File: src/rtl/risc_v_pipe_pkg.sv
// Shared types for the 5-stage pipeline hazard controller: forwarding selects,
// multi-cycle sequencer states and the load result-source encoding.
package risc_v_pipe_pkg;

    typedef enum logic [1:0] {
        FWD_RF  = 2'b00,
        FWD_WB  = 2'b01,
        FWD_MEM = 2'b10
    } fwd_sel_e;

    typedef enum logic [1:0] {
        MC_IDLE,
        MC_BUSY,
        MC_DONE
    } mc_state_e;

    localparam logic [1:0] RESULT_SRC_LOAD = 2'b01;

endpackage

File: src/rtl/pipeline_hazard_ctrl_mc_seq.sv
// Multi-cycle execute-op sequencer: holds E for MC_LAT-1 cycles, then a single
// DONE cycle in which the result is valid and the pipeline advances.
module mc_seq
    import risc_v_pipe_pkg::*;
#(
    parameter int MC_LAT = 4
) (
    input  logic clk,
    input  logic srst,
    input  logic mc_start_e,
    output logic mc_hold,
    output logic mc_busy,
    output logic mc_done
);

    localparam int CW = (MC_LAT > 2) ? $clog2(MC_LAT - 1) : 1;
    localparam logic [CW-1:0] CNT_LOAD = CW'(MC_LAT - 2);

    mc_state_e     state_q, state_d;
    logic [CW-1:0] cnt_q, cnt_d;

    always_ff @(posedge clk) begin
        if (srst) begin
            state_q <= MC_IDLE;
            cnt_q   <= '0;
        end else begin
            state_q <= state_d;
            cnt_q   <= cnt_d;
        end
    end

    // cnt_q holds the BUSY cycles still to run, including the current one.
    always_comb begin
        state_d = state_q;
        cnt_d   = cnt_q;
        case (state_q)
            MC_IDLE: begin
                if (mc_start_e) begin
                    cnt_d   = CNT_LOAD;
                    state_d = (MC_LAT == 2) ? MC_DONE : MC_BUSY;
                end
            end
            MC_BUSY: begin
                cnt_d = cnt_q - 1'b1;
                if (cnt_q <= CW'(1)) state_d = MC_DONE;
            end
            MC_DONE: state_d = MC_IDLE;
            default: state_d = MC_IDLE;
        endcase
    end

    assign mc_busy = (state_q == MC_BUSY);
    assign mc_done = (state_q == MC_DONE);
    assign mc_hold = ((state_q == MC_IDLE) && mc_start_e) || mc_busy;

endmodule

File: src/rtl/pipeline_hazard_ctrl.sv
// Hazard/forwarding controller for the 5-stage core: forwarding, load-use
// stalls, branch flushes and multi-cycle op holds. HAZ_PERF_EN adds counters.
module pipeline_hazard_ctrl
    import risc_v_pipe_pkg::*;
#(
    parameter int REG_ADDR_W = 5,
    parameter int MC_LAT     = 4
`ifdef HAZ_PERF_EN
    , parameter int CNT_W    = 32
`endif
) (
    input  logic                  clk,
    input  logic                  srst,
    input  logic [REG_ADDR_W-1:0] rs1_d,
    input  logic [REG_ADDR_W-1:0] rs2_d,
    input  logic [REG_ADDR_W-1:0] rs1_e,
    input  logic [REG_ADDR_W-1:0] rs2_e,
    input  logic [REG_ADDR_W-1:0] rd_e,
    input  logic [1:0]            result_src_e,
    input  logic                  mc_start_e,
    input  logic                  pc_src_e,
    input  logic [REG_ADDR_W-1:0] rd_m,
    input  logic                  reg_write_m,
    input  logic [REG_ADDR_W-1:0] rd_w,
    input  logic                  reg_write_w,
    output logic                  stall_f,
    output logic                  stall_d,
    output logic                  stall_e,
    output logic                  flush_d,
    output logic                  flush_e,
    output logic                  flush_m,
    output logic [1:0]            forward_ae,
    output logic [1:0]            forward_be,
    output logic                  mc_busy,
    output logic                  mc_done
`ifdef HAZ_PERF_EN
    , output logic [CNT_W-1:0]    stall_cnt,
    output logic [CNT_W-1:0]      flush_cnt,
    output logic [CNT_W-1:0]      mc_cnt
`endif
);

    logic lw_stall;
    logic mc_hold;

    function automatic fwd_sel_e fwd_sel(
        input logic [REG_ADDR_W-1:0] rs,
        input logic [REG_ADDR_W-1:0] rdm,
        input logic                  wem,
        input logic [REG_ADDR_W-1:0] rdw,
        input logic                  wew
    );
        if (wem && (rdm != '0) && (rdm == rs)) return FWD_MEM;
        if (wew && (rdw != '0) && (rdw == rs)) return FWD_WB;
        return FWD_RF;
    endfunction

    mc_seq #(.MC_LAT(MC_LAT)) u_mc_seq (
        .clk        (clk),
        .srst       (srst),
        .mc_start_e (mc_start_e),
        .mc_hold    (mc_hold),
        .mc_busy    (mc_busy),
        .mc_done    (mc_done)
    );

    assign forward_ae = fwd_sel(rs1_e, rd_m, reg_write_m, rd_w, reg_write_w);
    assign forward_be = fwd_sel(rs2_e, rd_m, reg_write_m, rd_w, reg_write_w);

    assign lw_stall = (result_src_e == RESULT_SRC_LOAD) && (rd_e != '0) &&
                      ((rd_e == rs1_d) || (rd_e == rs2_d));

    assign stall_f = lw_stall | mc_hold;
    assign stall_d = lw_stall | mc_hold;
    assign stall_e = mc_hold;
    assign flush_m = mc_hold;
    assign flush_d = pc_src_e;
    // A held E stage keeps its instruction; the load-use bubble is then redundant.
    assign flush_e = (lw_stall | pc_src_e) & ~mc_hold;

    a_no_branch_in_mc: assert property (@(posedge clk) disable iff (srst)
        !(pc_src_e && mc_hold));

`ifdef HAZ_PERF_EN
    logic [CNT_W-1:0] stall_cnt_q, flush_cnt_q, mc_cnt_q;
    logic [CNT_W-1:0] stall_cnt_d, flush_cnt_d, mc_cnt_d;
    logic             mc_accept;

    assign mc_accept = mc_hold & ~mc_busy;

    always_comb begin
        stall_cnt_d = stall_cnt_q;
        flush_cnt_d = flush_cnt_q;
        mc_cnt_d    = mc_cnt_q;
        if (stall_f && (stall_cnt_q != '1))            stall_cnt_d = stall_cnt_q + 1'b1;
        if ((flush_d | flush_e) && (flush_cnt_q != '1)) flush_cnt_d = flush_cnt_q + 1'b1;
        if (mc_accept && (mc_cnt_q != '1))              mc_cnt_d    = mc_cnt_q + 1'b1;
    end

    always_ff @(posedge clk) begin
        if (srst) begin
            stall_cnt_q <= '0;
            flush_cnt_q <= '0;
            mc_cnt_q    <= '0;
        end else begin
            stall_cnt_q <= stall_cnt_d;
            flush_cnt_q <= flush_cnt_d;
            mc_cnt_q    <= mc_cnt_d;
        end
    end

    assign stall_cnt = stall_cnt_q;
    assign flush_cnt = flush_cnt_q;
    assign mc_cnt    = mc_cnt_q;
`endif

endmodule

File: config.mk
export PLATFORM = sky130hd
export DESIGN_NAME = pipeline_hazard_ctrl
export DESIGN_NICKNAME = d
export VERILOG_FILES = /design/src/rtl/risc_v_pipe_pkg.sv /design/src/rtl/pipeline_hazard_ctrl_mc_seq.sv /design/src/rtl/pipeline_hazard_ctrl.sv
export SDC_FILE = /design/constraint.sdc
export NUM_CORES = 1
export LEC_CHECK = 0
export ABC_AREA = 0
export CAP_MARGIN = 20
export CORE_ASPECT_RATIO = 1.2
export CORE_MARGIN = 8
export CORE_UTILIZATION = 28
export DETAILED_ROUTE_END_ITERATION = 7
export PLACE_DENSITY = 0.76
export SLEW_MARGIN = 20
export SYNTH_ARGS = -nofsm -noshare
export SYNTH_HDL_FRONTEND = slang
export SYNTH_SLANG_ARGS = --single-unit
File: constraint.sdc
create_clock -name clk -period 1.2 [get_ports clk]
set_clock_uncertainty 0.1 [all_clocks]
set_input_delay 0.12 -clock clk [delete_from_list [all_inputs] [get_ports clk]]
set_output_delay 0.12 -clock clk [all_outputs]
set_load 0.02 [all_outputs]
=== Yosys cells after proc, flatten, opt, wreduce, memory -nomap -nowiden ===
Cells that the tools add are included.
W data, S select, Z words.

* Output and inout port bits: 12
* Flip-flop bits (word level): 4

* Magnitude comparators: 1
* Mux-type cells: 19
* Reduce and logical (&&, ||, !) cells: 18
* Bitwise operators: 4
* $add $sub $neg: 1
* Eq/ne operators: 11

{| class="wikitable"
|+ Operators with widths
! kind !! number
|-
| $eq A5 B5 Y1 || 6
|-
| $mux W2 || 11
|-
| $reduce_bool A5 Y1 || 3
|-
| $logic_and A1 B1 Y1 || 9
|-
| $pmux W2 S2 || 2
|-
| $mux W1 || 6
|-
| $eq A2 B1 Y1 const B || 2
|-
| $ne A2 B2 Y1 const B || 2
|-
| $reduce_and A2 Y1 || 2
|-
| $eq A2 B2 Y1 const B || 1
|-
| $le A2 B1 Y1 const B || 1
|-
| $logic_not A2 Y1 || 1
|-
| $logic_or A1 B1 Y1 || 2
|-
| $or A1 B1 Y1 || 2
|-
| $reduce_bool A2 Y1 || 1
|-
| $sub A2 B1 Y2 const B || 1
|-
| $and A1 B1 Y1 || 1
|-
| $not A1 Y1 || 1
|}

=== Longest topological paths before layout ===
* Depth in word-level cells: 7
* Gate-level depth with buffers: 5
* Depth with buffers taken out: 5

=== Cells and area by module ===
Synthesis repeated with hierarchy kept, for this count alone.

* Cell total of the unflattened synthesis: 76
* Area, all modules: 645.6 um2

{| class="wikitable"
|+ By module, submodules not included
! module !! cells an instance !! area an instance (um2) !! seq. area each (um2) !! times used
|-
| pipeline_hazard_ctrl || 57 || 449.2 || 0.0 || 1
|-
| mc_seq || 19 || 196.4 || 80.1 || 1
|}

=== Least setup slack after synthesis ===
OpenSTA, ideal clock, no wires.

* Path type: input-to-output
* From: input rd_m[4]
* To: output forward_ae[0]
* Data arrival time: 1468 ps
* Stages: 4
* Path slack: -488 ps
* Cell sequence: or4_1 > o21ai_2 > nor4_1 > nor4_2

* Cells in the longest elaborated chain, start to end: 5
* Elaborated cells between the ends (all ways): 6
* Classes of those cells: eq/ne: 1; mux: 2; reduce/logical: 3

{| class="wikitable"
|+ RTL lines
! element !! line !! RTL
|-
| start: declaration || pipeline_hazard_ctrl.sv:22 || <nowiki>input logic [REG_ADDR_W-1:0] rd_m,</nowiki>
|-
| $reduce_bool A5 Y1 || pipeline_hazard_ctrl.sv:53 || <nowiki>if (wem && (rdm != '0) && (rdm == rs)) return FWD_MEM;</nowiki>
|-
| $logic_and A1 B1 Y1 || pipeline_hazard_ctrl.sv:53 ||
|-
| $logic_and A1 B1 Y1 * || pipeline_hazard_ctrl.sv:53 ||
|-
| $mux W1 * || pipeline_hazard_ctrl.sv:53 ||
|-
| $mux W2 * || pipeline_hazard_ctrl.sv:54 || <nowiki>if (wew && (rdw != '0) && (rdw == rs)) return FWD_WB;</nowiki>
|-
| end: declaration || pipeline_hazard_ctrl.sv:32 || <nowiki>output logic [1:0] forward_ae,</nowiki>
|}

Mark *: on every way between the ends. The rest lies on a longest branch, timed or not.

=== Final worst setup path ===
* From: input rs2_e[2]
* To: output forward_be[0]

* Cells in the longest elaborated chain, start to end: 6
* Elaborated cells between the ends (all ways): 10
* Classes of those cells: eq/ne: 2; mux: 6; reduce/logical: 2

{| class="wikitable"
|+ RTL lines
! element !! line !! RTL
|-
| start: declaration || pipeline_hazard_ctrl.sv:17 || <nowiki>input logic [REG_ADDR_W-1:0] rs2_e,</nowiki>
|-
| $eq A5 B5 Y1 || pipeline_hazard_ctrl.sv:54 ||
|-
| $logic_and A1 B1 Y1 || pipeline_hazard_ctrl.sv:54 ||
|-
| $mux W1 (2 in a row) || pipeline_hazard_ctrl.sv:54 ||
|-
| $mux W2 || pipeline_hazard_ctrl.sv:55 || <nowiki>return FWD_RF;</nowiki>
|-
| $mux W2 * || pipeline_hazard_ctrl.sv:54 ||
|-
| end: declaration || pipeline_hazard_ctrl.sv:33 || <nowiki>output logic [1:0] forward_be,</nowiki>
|}

Mark *: on every way between the ends. The rest lies on a longest branch, timed or not. The select of a mux whose other input is x is not followed.

==> results.cfg <==
[finish]
mostFrequentLayoutCells = xor2_1 (22), buf_4 (22), buf_6 (20)
layout.cells.non_filler = 188
layout-drive-gt1-share_pct = 60.1
antenna_cells = 0
fin_area_sq_um = 1550
finalNetCount = 204
syn_to_final_growth_pct = 152
final_util_pct = 75.0

[outcome]
violations = negative setup slack
outcome = complete, but fails checks

[worst_setup_path]
critPathLaunch = rs2_e[2]
ff2ff_setup_slack_ns = 0.02
cp-end-kind = output pin
r2r_end = u_mc_seq.cnt_q[0]
worstPathMaxFanout = 2
cp.arrival_ns = 1.45
critPathRequiredTime_ns = 0.98
startpoint_type = input pin
cp-endpoint = forward_be[0]
r2r-start = u_mc_seq.state_q[0]
critPathKind = in2out
reg2regPathDepth = 6

[timing]
slew_viol_final = 0
finalWorstSetupSlack_ns = -0.466
relSlewSlack_pct = 73.2
tightestPinTransition_ns = 0.399
fin_crit_sh_pct = 139
min_period_ns = 1.67
finalSetupViolCount = 9
rsz0062_at_grt = yes
fin_tns_setup_ns = -2.50
fmax_mhz = 600
hold_viol = 0

[route]
wl_met3_um = 229
firstDrtPassIters = 4
met1_length_mm = 1.07
wl_met2_mm = 1.81
routed_via_density = 4.79
dr_total_vias = 901
routed_wl_mm = 3.19
drtAntennaViolNets = 0
drt-initial-drc-count = 30
route.detailed.drc = 0
routed.top_layer = met4
wl_per_cell_um = 17.0

[placement]
port_buffers = 54
place_hpwl_mm = 2.38
gp_congestion = 0.793
placed_area_sq_um = 1370
dp_cells = 180

[global_route]
grt_pass1_vias = 1066
grt_overflow_total = 0
grt_pass1_wl_mm = 4.83
antenna_found_initial = 0
grt_max_degree = 6
grtUsageTotal_pct = 16.0

[synth]
synth_top_area_cell = xor2_1
synth_seq_area_share_pct = 13.0
ys_ff_latch = 4
synth_top_area_share_pct = 34.1
synth_warnings = 0
synth_area_leaders = xor2_1 (34%), dfxtp_1 (13%), xnor2_1 (8.5%)
syn-cell-area_sq_um = 616
syn_area_per_cell_sq_um = 7.79
syn_inst = 79
synthesis.nets = 123
yosysUniqueCellTypes = 22

[worst_hold_path]
hp-class = in2reg
holdPathStages = 3

[floorplan]
start_util_pct = 29.7
core_sq_um = 2070
die_y_um = 67.4
die_x_um = 58.8
die-area_sq_um = 3960
rows = 18
io_pins = 55

[cts]
clk_latency_ns = 0.25
ctsHoldBuffers = 0
tritoncts.num_buffers = 3
htreeDepth = 1
clock-sinks = 4
clkTransAtPathRegs_ns = 0.05
cts_tree = built
clockBufferDepth = 2
cts_root_buf = clkbuf_4

[power]
p_per_area_nw_per_um2 = 612
vdd_ir_drop_max_uv = 503
power_w = 0.000951
p_leak_nw = 0.712

[flow_run]
drv_cap = 0
## flip-flops by register name, indices dropped and copies added (netlist names)
signal / count
u_mc_seq.state_q: 2
u_mc_seq.cnt_q: 2
## cell type report
class,count,area (sq um)
multi-input cells,69,718
repair buffers,79,679
fillers,168,518
flip-flops and latches,4,82.6
well taps,30,37.5
clock buffers,3,22.5
inverters,3,13.8
## layer usage
layer	track usage, %	vias up
met5	0	-
met4	5.69	0
met3	6.65	11
met2	31.8	44
met1	13.8	419
li1	-	427
## kinds of logic (layout without fill, tap and decap cells)
logic type,count (synthesis),in the layout,synth area share [%]
xor+xnor,30,30,42.7
buf+inv,6,85,5.49
fa+ha+maj,1,1,2.03
mux,1,1,1.63
flops,4,4,13.0
compound gates,7,7,7.52
simple gates,30,30,27.6
## repair_timing
item | 4_1_cts | 5_1_grt
pin swaps | 24 | 16
resized for setup | 185 | 31
setup endpoints to repair | 12 | 13
setup buffers | 3 | 4
## synth_stat cells
library cell and n:
a22oi_1 1, nor2_1 7, or2_2 1, nand2_1 3, nand3_1 3, a211oi_1 2, buf_4 3, inv_1 3
o21ai_1 1, xor2_1 24, nor2b_1 2, nor4_2 2, nor3_1 5, o21ai_0 2, mux2i_1 1, xnor2_1 6
dfxtp_1 4, o21ai_2 1, nand2b_1 1, nor4_1 2, or4_1 4, ha_1 1
## how the worst min path moves through the flow
stage,startpoint,end
after floorplan,srst,u_mc_seq.cnt_q[0]
after global placement,u_mc_seq.cnt_q[0],u_mc_seq.cnt_q[0]
after detailed placement,u_mc_seq.cnt_q[0],u_mc_seq.cnt_q[0]
after CTS,mc_start_e,u_mc_seq.state_q[0]
after global routing,mc_start_e,u_mc_seq.state_q[0]
final,mc_start_e,u_mc_seq.state_q[0]
## where the power goes
part	leakage [nW]	switching (W)	internal, W	total (W)
clock network	0.0138	0.0000770	0.000113	0.000190
logic	0.665	0.000279	0.000327	0.000606
registers	0.0338	0.00000756	0.000146	0.000154
## critical path: stages
cell and delay, ns:
dlygate4sd2_1 0.26, xor2_1 0.17, or4_4 0.43, nor4_4 0.28, buf_4 0.18
## stage by stage
| stage | setup WS, ns | hold slack [ns] |
|---|---|---|
| 3_3_place_gp | -1.24 | 0.364 |
| 4_1_cts | -0.540 | 0.232 |
| 6_report | -0.466 | 0.259 |
| 2_1_floorplan | -0.233 | 0.0928 |
| 3_5_place_dp | -1.30 | 0.373 |
| 5_1_grt | -0.503 | 0.290 |
Power figures use the tool's default switching activity.
